[src/rtl/morse_key_timer.sv]
`default_nettype none
// ============================================================================
// Module   : morse_key_timer
// Brief    : Synchronises and debounces a telegraph key, classifies presses as
//            dot/dash and strobes symbol and letter-end events downstream.
// Revision : 1.0 - initial release
// ============================================================================
module morse_key_timer #(
    parameter int DEBOUNCE   = 4,
    parameter int DOT_MAX    = 8,
    parameter int GAP_LETTER = 24,
    parameter int CW         = 16
) (
    input  logic       clk,
    input  logic       reset,
    input  logic       key,
    output logic       sym,
    output logic       sym_valid,
    output logic       letter_end,
    output logic [2:0] letter_len,
    output logic       letter_err
);

    localparam int            DBW          = (DEBOUNCE < 2) ? 1 : $clog2(DEBOUNCE + 1);
    localparam logic [DBW-1:0] C_DB_LAST   = DBW'(DEBOUNCE - 1);
    localparam logic [CW-1:0]  C_DOT_MAX   = CW'(DOT_MAX);
    localparam logic [CW-1:0]  C_GAP_LETTER = CW'(GAP_LETTER);
    localparam logic [CW-1:0]  C_CNT_ONE   = CW'(1);

    typedef enum logic [1:0] {
        IDLE  = 2'd0,
        PRESS = 2'd1,
        GAP   = 2'd2
    } state_t;

    logic           r_sync1;
    logic           r_key_s;
    logic           r_key_d;
    logic [DBW-1:0] r_db_cnt;

    state_t         r_state;
    state_t         w_state_nxt;
    logic [CW-1:0]  r_cnt;
    logic [CW-1:0]  w_cnt_nxt;
    logic [2:0]     r_len;
    logic [2:0]     w_len_nxt;
    logic [2:0]     w_len_inc;
    logic [CW-1:0]  w_cnt_inc;

    logic           w_sym_nxt;
    logic           w_sym_valid_nxt;
    logic           w_letter_end_nxt;
    logic [2:0]     w_letter_len_nxt;
    logic           w_letter_err_nxt;

    // Input conditioning: two-flop synchroniser followed by a run-length debounce.
    always_ff @(posedge clk or posedge reset) begin
        if (reset) begin
            r_sync1  <= 1'b0;
            r_key_s  <= 1'b0;
            r_key_d  <= 1'b0;
            r_db_cnt <= '0;
        end else begin
            r_sync1 <= key;
            r_key_s <= r_sync1;
            if (r_key_s == r_key_d) begin
                r_db_cnt <= '0;
            end else if (r_db_cnt == C_DB_LAST) begin
                r_key_d  <= r_key_s;
                r_db_cnt <= '0;
            end else begin
                r_db_cnt <= r_db_cnt + DBW'(1);
            end
        end
    end

    assign w_len_inc = (r_len == 3'd7) ? 3'd7 : r_len + 3'd1;
    assign w_cnt_inc = (&r_cnt) ? r_cnt : r_cnt + C_CNT_ONE;

    always_comb begin
        w_state_nxt      = r_state;
        w_cnt_nxt        = r_cnt;
        w_len_nxt        = r_len;
        w_sym_nxt        = sym;
        w_sym_valid_nxt  = 1'b0;
        w_letter_end_nxt = 1'b0;
        w_letter_len_nxt = letter_len;
        w_letter_err_nxt = letter_err;

        case (r_state)
            IDLE: begin
                if (r_key_d) begin
                    w_state_nxt = PRESS;
                    w_cnt_nxt   = C_CNT_ONE;
                    w_len_nxt   = 3'd0;
                end
            end
            PRESS: begin
                if (r_key_d) begin
                    w_cnt_nxt = w_cnt_inc;
                end else begin
                    w_sym_nxt       = (r_cnt <= C_DOT_MAX);
                    w_sym_valid_nxt = 1'b1;
                    w_len_nxt       = w_len_inc;
                    w_state_nxt     = GAP;
                    w_cnt_nxt       = C_CNT_ONE;
                end
            end
            GAP: begin
                // A new press wins over a letter end landing on the same cycle.
                if (r_key_d) begin
                    w_state_nxt = PRESS;
                    w_cnt_nxt   = C_CNT_ONE;
                end else if (r_cnt == C_GAP_LETTER) begin
                    w_letter_end_nxt = 1'b1;
                    w_letter_len_nxt = r_len;
                    w_letter_err_nxt = (r_len > 3'd5);
                    w_state_nxt      = IDLE;
                end else begin
                    w_cnt_nxt = w_cnt_inc;
                end
            end
            default: begin
                w_state_nxt = IDLE;
                w_cnt_nxt   = '0;
            end
        endcase
    end

    always_ff @(posedge clk or posedge reset) begin
        if (reset) begin
            r_state    <= IDLE;
            r_cnt      <= '0;
            r_len      <= 3'd0;
            sym        <= 1'b0;
            sym_valid  <= 1'b0;
            letter_end <= 1'b0;
            letter_len <= 3'd0;
            letter_err <= 1'b0;
        end else begin
            r_state    <= w_state_nxt;
            r_cnt      <= w_cnt_nxt;
            r_len      <= w_len_nxt;
            sym        <= w_sym_nxt;
            sym_valid  <= w_sym_valid_nxt;
            letter_end <= w_letter_end_nxt;
            letter_len <= w_letter_len_nxt;
            letter_err <= w_letter_err_nxt;
        end
    end

endmodule
`default_nettype wire

[config.mk]
export PLATFORM = sky130hd
export DESIGN_NAME = morse_key_timer
export DESIGN_NICKNAME = d
export VERILOG_FILES = /design/src/rtl/morse_key_timer.sv
export SDC_FILE = /design/constraint.sdc
export NUM_CORES = 1
export LEC_CHECK = 0
export CAP_MARGIN = 20
export CELL_PAD_IN_SITES_DETAIL_PLACEMENT = 0
export CELL_PAD_IN_SITES_GLOBAL_PLACEMENT = 1
export CORE_ASPECT_RATIO = 0.7
export CORE_MARGIN = 2
export CORE_UTILIZATION = 52
export CTS_BUF_LIST = sky130_fd_sc_hd__clkbuf_4 sky130_fd_sc_hd__clkbuf_8
export CTS_CLUSTER_SIZE = 10
export DETAILED_ROUTE_END_ITERATION = 10
export GPL_ROUTABILITY_DRIVEN = 0
export HOLD_SLACK_MARGIN = 0.1
export PLACE_DENSITY_LB_ADDON = 0.2
export REMOVE_ABC_BUFFERS = 1
export SETUP_SLACK_MARGIN = 0.05
export SYNTH_ARGS = -nofsm -noshare
export SYNTH_HDL_FRONTEND = slang
export SYNTH_SLANG_ARGS = --single-unit
[constraint.sdc]
create_clock -name clk -period 4.5 [get_ports clk]
set_clock_uncertainty 0.1 [all_clocks]
set_input_delay 0.9 -clock clk [delete_from_list [all_inputs] [get_ports clk]]
set_output_delay 0.9 -clock clk [all_outputs]
set_load 0.01 [all_outputs]
==> flow_summary.json, run 1 <==
{
  "max_slew_margin_pct": 51.8,
  "timing.final.ws_setup_ns": 2.19,
  "max_slew.worst_pin.slew_ns": 0.720,
  "wl_met2_mm": 1.48,
  "syn_to_final_growth_pct": 10.6,
  "io_buffers": 9,
  "cts_resized": 0,
  "io_pins": 10,
  "routed.top_layer": "met4",
  "yosysUniqueCellTypes": 41,
  "yosysTopAreaCellShare_pct": 47.1,
  "critPathRequiredTime_ns": 4.55,
  "leakage_uw": 0.000864,
  "ys.flop_type": "dfrtp_1",
  "place_hpwl_mm": 2.49,
  "antenna_left": 0,
  "hold_path_depth": 0,
  "cap_violations": 0,
  "vias_per_cell": 5.88,
  "holdBufCountCts": 0,
  "cp_max_fo": 11,
  "internal-power_uw": 615,
  "p_sw_uw": 366,
  "hold_viol_final": 0,
  "cts_tree": "built",
  "power_frac_seq_pct": 44.4,
  "end_kind": "register",
  "core_um2": 3230,
  "combPwrFrac_pct": 32.1,
  "num_rows": 17,
  "finalPower_uw": 981,
  "vias": 1405,
  "yosysMostFrequentCell": "dfrtp_1",
  "setup_viol": 0,
  "yosysWarnings": 0,
  "antennaDiodeCount": 0,
  "fp.dieH_um": 53.3,
  "wl_met3_um": 206,
  "wl_met1_mm": 1.79,
  "grt_usage_pct": 21.9,
  "crit_arrival_ns": 2.36,
  "fin_crit_sh_pct": 51.2,
  "power_per_cell_area_nw_per_um2": 491,
  "synth_edf_count": 0,
  "dp_slack_ns": 2.20,
  "outcome": "finished, final reports clean",
  "async_flop_share_pct": 100,
  "syn_inst": 182,
  "irDropWorstVdd_v": 0.000315,
  "period_needed_ns": 2.31,
  "clk_latency_ns": 0.28,
  "drt-total-wl_mm": 3.49,
  "die_width_um": 74.5,
  "syn-cell-area_um2": 1810,
  "grt_pass1_wl_mm": 6.40,
  "hold_path.class": "reg -> reg",
  "clk_pin_slew_ns": 0.06,
  "yosys.area.top_type": "dfrtp_1",
  "path_class": "reg -> reg",
  "post_cts_buffers": 0,
  "final_nets": 198,
  "yosysSeqAreaShare_pct": 47.1,
  "rsz0062_at_grt": "no",
  "maxSlewViolCount": 0,
  "antenna_found_initial": 0,
  "synth_seq_cells": 34,
  "rr_worst_depth": 7,
  "drt_iter0_drc": 52,
  "synth_common_cells": "dfrtp_1, nor2_1, a21oi_1, nand2_1",
  "start_util_pct": 55.9,
  "synth.avg_cell_area_um2": 9.93,
  "clock.fmax_mhz": 434,
  "wire_per_inst_um": 14.6,
  "grt_overflow": 0,
  "synth_area_leaders": "dfrtp_1, a21oi_1, xnor2_1, nor2_1, a211oi_1",
  "dieArea_um2": 3970,
  "switching_share_pct": 37.3,
  "cts_root_buf": "clkbuf_8",
  "grt_pass1_vias": 1364,
  "fin_tns_setup_ns": 0,
  "drc": 0,
  "cts_sinks": 34,
  "grt_max_degree": 35,
  "cts_max_level": 2,
  "numCtsBuffers": 5,
  "cp-start-kind": "register",
  "drive_above_1_share_pct": 11.5,
  "clk_path_buf_depth": 2,
  "first_pass_iters": 4,
  "power_frac_clock_pct": 23.5
}
-- registers in the layout, summed over array words and instances (netlist names), 2 cells and up --
signal / flops
r_state: 2
r_db_cnt: 3
letter_len: 3
r_cnt: 16
r_len: 3
-- routing by layer --
metal / vias up / GRT usage (%)
met1: 676 / 32.6
li1: 690 / -
met4: 0 / 6.25
met3: 2 / 7.43
met5: - / 0
met2: 37 / 29.6
-- area by class of cell --
cell class	instances	area, um^2
Clock inverter	1	5.00
Fill cell	270	1230
Timing Repair Buffer	10	97.6
Tap cell	47	58.8
Inverter	9	33.8
Sequential cell	34	851
Clock buffer	7	90.1
Multi-Input combinational cell	131	863
-- cells by family after synthesis --
family	share of synthesized area, %
AO/OA/AOI/OAI	16.1
XOR/XNOR	5.81
adder cells (fa/ha/maj)	2.77
buffers and inverters	5.19
flip-flops	47.1
multiplexers	1.87
AND/OR/NAND/NOR	21.2
-- stage by stage --
step	utilization, %	std cells	instance area (um^2)	hold WS (ns)
global placement	58.9	231	1900	0.238
global route	61.8	239	2000	0.273
CTS	61.8	239	2000	0.253
finish	61.8	239	2000	0.252
detailed placement	58.9	231	1900	0.238
floorplan	-	174	1750	0.231
-- cell usage in the layout, fill, tap and decap left out, types with 5 or more instances in the layout --
cell	instances
xnor2_1	8
nand4_1	5
dfrtp_1	34
nand2_1	10
clkdlybuf4s50_1	9
nor3_1	6
clkbuf_8	6
o21ai_0	7
a21oi_1	16
inv_1	9
a211oi_1	8
nor4_1	5
nand3_1	9
nor2_1	17
-- power groups by stage --
stage / clock network, uW / logic (uW) / registers [uW]
2_1_floorplan: 0 / 232 / 424
3_3_place_gp: 0 / 303 / 436
3_5_place_dp: 0 / 313 / 440
4_1_cts: 240 / 315 / 435
5_1_grt: 254 / 361 / 446
6_report: 230 / 315 / 436
-- critical path: stages, from the launching register on --
cell and delay (ns):
dfrtp_1 0.42, inv_1 0.09, ha_1 0.22, and4b_2 0.22, a41o_2 0.33, nand2_1 0.31
nor2_1 0.08, a2111oi_0 0.39
-- final timing paths --
| check | startpoint | slack (ns) | to |
|---|---|---|---|
| min in group asynchronous | reset | 0.92 | r_cnt[1] |
| max reg2reg | r_cnt[0] | 2.19 | r_cnt[1] |
| max | r_cnt[0] | 2.19 | r_cnt[1] |
| max in group asynchronous | reset | 3.08 | r_cnt[6] |
| min | r_sync1 | 0.25 | r_key_s |
| min reg2reg | r_sync1 | 0.25 | r_key_s |
(Power assumes the default switching activity.)
==> run 2: changes to the inputs <==
--- a/config.mk
+++ b/config.mk
@@ -10,7 +10,7 @@
 export CELL_PAD_IN_SITES_GLOBAL_PLACEMENT = 1
 export CORE_ASPECT_RATIO = 0.7
 export CORE_MARGIN = 2
-export CORE_UTILIZATION = 52
+export CORE_UTILIZATION = 48
 export CTS_BUF_LIST = sky130_fd_sc_hd__clkbuf_4 sky130_fd_sc_hd__clkbuf_8
 export CTS_CLUSTER_SIZE = 10
 export DETAILED_ROUTE_END_ITERATION = 10
==> constraint.sdc (replaced) <==
create_clock -name clk -period 2.25 [get_ports clk]
set_clock_uncertainty 0.1 [all_clocks]
set_input_delay 0.45 -clock clk [delete_from_list [all_inputs] [get_ports clk]]
set_output_delay 0.45 -clock clk [all_outputs]
set_load 0.01 [all_outputs]
==> flow_summary.json, run 2 (same netlist as run 1, synthesis figures left out) <==
{
  "core_um2": 3560,
  "critPathRequiredTime_ns": 2.33,
  "maxSlewViolCount": 0,
  "cap_violations": 0,
  "start_util_pct": 50.8,
  "power_per_cell_area_nw_per_um2": 1020,
  "leakage_uw": 0.000902,
  "vias_per_cell": 5.78,
  "timing.final.ws_setup_ns": 0.139,
  "wire_per_inst_um": 15.2,
  "cp-start-kind": "register",
  "fin_crit_sh_pct": 93.8,
  "end_kind": "register",
  "cts_sinks": 34,
  "grt_pass1_vias": 1316,
  "drt-total-wl_mm": 3.80,
  "hold_viol_final": 0,
  "fin_tns_setup_ns": 0,
  "cts_root_buf": "clkbuf_8",
  "io_buffers": 9,
  "num_rows": 18,
  "setup_viol": 0,
  "cts_max_level": 2,
  "max_slew_margin_pct": 54.2,
  "fp.dieH_um": 55.4,
  "cts_tree": "built",
  "clk_latency_ns": 0.28,
  "grt_pass1_wl_mm": 6.52,
  "antenna_left": 0,
  "multi_input_area_um2": 876,
  "final_common_cell": "dfrtp_1",
  "mostFrequentLayoutCells": "dfrtp_1, nor2_1, a21oi_1",
  "grt_max_degree": 35,
  "clk_pin_slew_ns": 0.07,
  "clock.fmax_mhz": 474,
  "largest_register_ffs": 16,
  "drive_above_1_share_pct": 16.1,
  "dp_slack_ns": 0.105,
  "finalPower_uw": 2140,
  "vias": 1439,
  "crit_arrival_ns": 2.19,
  "design_area_um2": 2090,
  "antenna_found_initial": 0,
  "numCtsBuffers": 5,
  "dieArea_um2": 4280,
  "grt_overflow": 0,
  "period_needed_ns": 2.11,
  "antennaDiodeCount": 0,
  "irDropWorstVdd_v": 0.000635,
  "place_hpwl_mm": 2.79,
  "fillCellCount": 322,
  "hold_path.class": "reg -> reg",
  "cp_max_fo": 8,
  "drt_iter0_drc": 110,
  "regArea_um2": 851,
  "max_slew.worst_pin.slew_ns": 0.681,
  "post_cts_buffers": 0,
  "path_class": "reg -> reg",
  "die_width_um": 77.4,
  "grt_usage_pct": 19.6,
  "first_pass_iters": 4,
  "io_pins": 10,
  "final_nets": 205,
  "drc": 0,
  "syn_to_final_growth_pct": 15.4,
  "clk_path_buf_depth": 2,
  "rsz0062_at_grt": "no",
  "largest-register": "r_cnt",
  "outcome": "finished, final reports clean",
  "place_area_um2": 1960
}
[run 2: changes by cell type in the layout (fill, tap and decap cells not counted)]
| cell | change |
|---|---|
| buf_4 | +7 |
| or4_1 | -1 |
| clkinvlp_4 | +1 |
| clkbuf_8 | -1 |
| clkinv_2 | -1 |
| ha_2 | +1 |
| nor4_1 | -1 |
| nor4_2 | +1 |
| or4_4 | +1 |
| ha_1 | -1 |
| bufinv_16 | +1 |
[run 2: worst paths after layout]
check,from,endpoint,slack [ns],cells past startpoint
setup / recovery,r_cnt[0],r_cnt[3],0.14,7
hold / removal,r_sync1,r_key_s,0.26,0
setup reg to reg,r_cnt[0],r_cnt[3],0.14,7
hold reg to reg,r_sync1,r_key_s,0.26,0
max in group asynchronous,reset,r_cnt[6],1.29,3
min in group asynchronous,reset,r_cnt[12],0.46,3
[run 2: stage by stage]
step                hold WS [ns]  instances  utilization, %
global route               0.277        249            58.6
detailed placement         0.250        241            55.1
global placement           0.235        241            55.1
CTS                        0.265        249            58.3
floorplan                  0.231        174               -
finish                     0.261        249            58.6
[run 2: routing by layer]
metal	global-route usage, %	routed length, um	vias up
met4	8.42	68	0
met2	24.7	1490	55
met1	30.9	1980	677
met3	5.07	267	8
li1	-	-	699
met5	0	0	-
[run 2: final cells by class]
| type | instances | area share (%) |
|---|---|---|
| multi-input cells | 131 | 42.0 |
| well taps | 50 | 3.00 |
| inverters | 9 | 1.62 |
| flip-flops and latches | 34 | 40.8 |
| clock inverters | 2 | 1.80 |
| repair buffers | 17 | 7.19 |
| clock buffers | 6 | 3.66 |
[run 2: what timing repair did]
item                                    4_1_cts  5_1_grt
endpoints found under the setup margin        0       12
hold buffers                                  0        0
resized for setup                             0        3
[run 2: critical path, stage by stage, from the launching register on]
cell and delay [ns]:
dfrtp_1 0.43, inv_1 0.10, ha_1 0.22, and4b_2 0.22
a41o_2 0.34, a211oi_1 0.36, xnor2_1 0.17, nor2_1 0.05
[run 2: power by group]
| group | leakage (uW) | internal [uW] | switching (uW) |
|---|---|---|---|
| registers | 0.000453 | 719 | 134 |
| clock network | 0.0000548 | 342 | 215 |
| logic | 0.000394 | 308 | 417 |
==> run 3: changes to the inputs <==
--- a/config.mk
+++ b/config.mk
@@ -17,7 +17,6 @@
 export GPL_ROUTABILITY_DRIVEN = 0
 export HOLD_SLACK_MARGIN = 0.1
 export PLACE_DENSITY_LB_ADDON = 0.2
-export REMOVE_ABC_BUFFERS = 1
 export SETUP_SLACK_MARGIN = 0.05
 export SYNTH_ARGS = -nofsm -noshare
 export SYNTH_HDL_FRONTEND = slang
==> flow_summary.json, run 3 (same netlist as run 1, synthesis figures left out) <==
{
  "reg2reg_from": "r_cnt[0]",
  "vias": 1448,
  "fin_tns_setup_ns": 0,
  "drive_above_1_share_pct": 16.0,
  "reg2reg_slack_ns": 0.15,
  "dp_slack_ns": 0.131,
  "drt_iter0_drc": 62,
  "largest_register_ffs": 16,
  "power_per_cell_area_nw_per_um2": 978,
  "regArea_um2": 851,
  "cts_max_level": 2,
  "rsz0062_at_grt": "yes",
  "cp-start-kind": "register",
  "largest-register": "r_cnt",
  "rr_worst_depth": 7,
  "cpPeakStageDelay_ns": 0.43,
  "fp.dieH_um": 55.4,
  "vias_per_cell": 5.79,
  "leakage_uw": 0.000902,
  "fin_crit_sh_pct": 93.3,
  "finalPower_uw": 2020,
  "antenna_left": 0,
  "dieArea_um2": 4280,
  "max_slew.worst_pin.slew_ns": 0.634,
  "cts_root_buf": "clkbuf_8",
  "syn_to_final_growth_pct": 14.3,
  "grt_max_degree": 14,
  "wire_per_inst_um": 15.2,
  "grt_pass1_vias": 1324,
  "worst_path_max_delay_cell": "dfrtp_1",
  "numCtsBuffers": 5,
  "start_util_pct": 50.8,
  "setup_viol": 0,
  "timing.final.ws_setup_ns": 0.152,
  "antenna_found_initial": 0,
  "fin_util_pct": 58.1,
  "multi_input_area_um2": 871,
  "period_needed_ns": 2.10,
  "clk_pin_slew_ns": 0.06,
  "final_nets": 207,
  "hold_viol_final": 0,
  "core_um2": 3560,
  "clock.fmax_mhz": 477,
  "grt_overflow": 0,
  "grt_pass1_wl_mm": 6.51,
  "cts_tree": "built",
  "num_rows": 18,
  "hold_start": "r_sync1",
  "io_pins": 10,
  "irDropWorstVdd_v": 0.000591,
  "cts_sinks": 34,
  "grt_usage_pct": 19.3,
  "fillCellCount": 343,
  "clk_path_buf_depth": 2,
  "maxSlewViolCount": 0,
  "cap_violations": 0,
  "antennaDiodeCount": 0,
  "end_kind": "register",
  "max_slew_margin_pct": 57.3,
  "die_width_um": 77.4,
  "drc": 0,
  "min_to": "r_key_s",
  "place_hpwl_mm": 2.88,
  "mostFrequentLayoutCells": "dfrtp_1, nor2_1, a21oi_1",
  "final_common_cell": "dfrtp_1",
  "clk_latency_ns": 0.28,
  "path_class": "reg -> reg",
  "io_buffers": 9,
  "hold_path_depth": 0,
  "crit_arrival_ns": 2.15,
  "worstPathCellList": "inv_1 -> ha_1 -> and4b_2 -> a41o_2 -> a211oi_1 -> xnor2_1 -> nor2_1",
  "r2r_end": "r_cnt[4]",
  "drt-total-wl_mm": 3.81,
  "holdBufCountCts": 0,
  "synth_nets": 189,
  "critPathRequiredTime_ns": 2.30,
  "outcome": "finished, final reports clean",
  "cp_max_fo": 8,
  "hold_path.class": "reg -> reg",
  "first_pass_iters": 4
}
[run 3: report_power, final]
group / leakage [uW] / total (uW) / switching, uW / internal (uW)
Sequential: 0.000453 / 856 / 136 / 719
Clock: 0.0000452 / 433 / 196 / 237
Combinational: 0.000404 / 733 / 420 / 312
[run 3: layout make-up]
type	instances	area share, %
Timing Repair Buffer	19	7.99
Multi-Input combinational cell	131	42.1
Inverter	9	1.63
Sequential cell	34	41.2
Clock buffer	7	4.06
Tap cell	50	3.03
[run 3: metrics by stage]
stage,area (um^2),hold WS [ns],std cells
finish,2070,0.257,250
global route,2070,0.266,250
CTS,2060,0.263,250
floorplan,1810,0.231,182
detailed placement,1980,0.248,243
global placement,1980,0.234,243
[run 3: per-layer routing]
layer  global-route usage [%]  part of all wire (%)
met3                     4.41                   5.3
met2                     28.0                    44
met1                     28.9                    50
met4                     5.36                  0.66
met5                        0                     0
[run 3: worst max-delay path by stage]
stage,startpoint,slack [ns],endpoint
2_1_floorplan,r_cnt[0],0.28,r_cnt[7]
3_3_place_gp,r_cnt[12],0.13,letter_len[0]
3_5_place_dp,r_cnt[0],0.13,r_cnt[0]
4_1_cts,r_cnt[0],0.11,r_cnt[0]
5_1_grt,r_cnt[0],0.01,r_cnt[1]
6_report,r_cnt[0],0.15,r_cnt[4]
[run 3: what timing repair did]
item / 4_1_cts / 5_1_grt
gates resized for setup: 0 / 3
endpoints found under the setup margin: 0 / 11
buffers inserted: 0 / 0
[run 3: worst max-delay path, delay by kind of cell (launching register included)]
family | cells | cell delay (ns)
fa+ha+maj | 1 | 0.23
buf+inv | 1 | 0.09
compound gates | 2 | 0.68
flops | 1 | 0.43
xor+xnor | 1 | 0.16
simple gates | 2 | 0.28
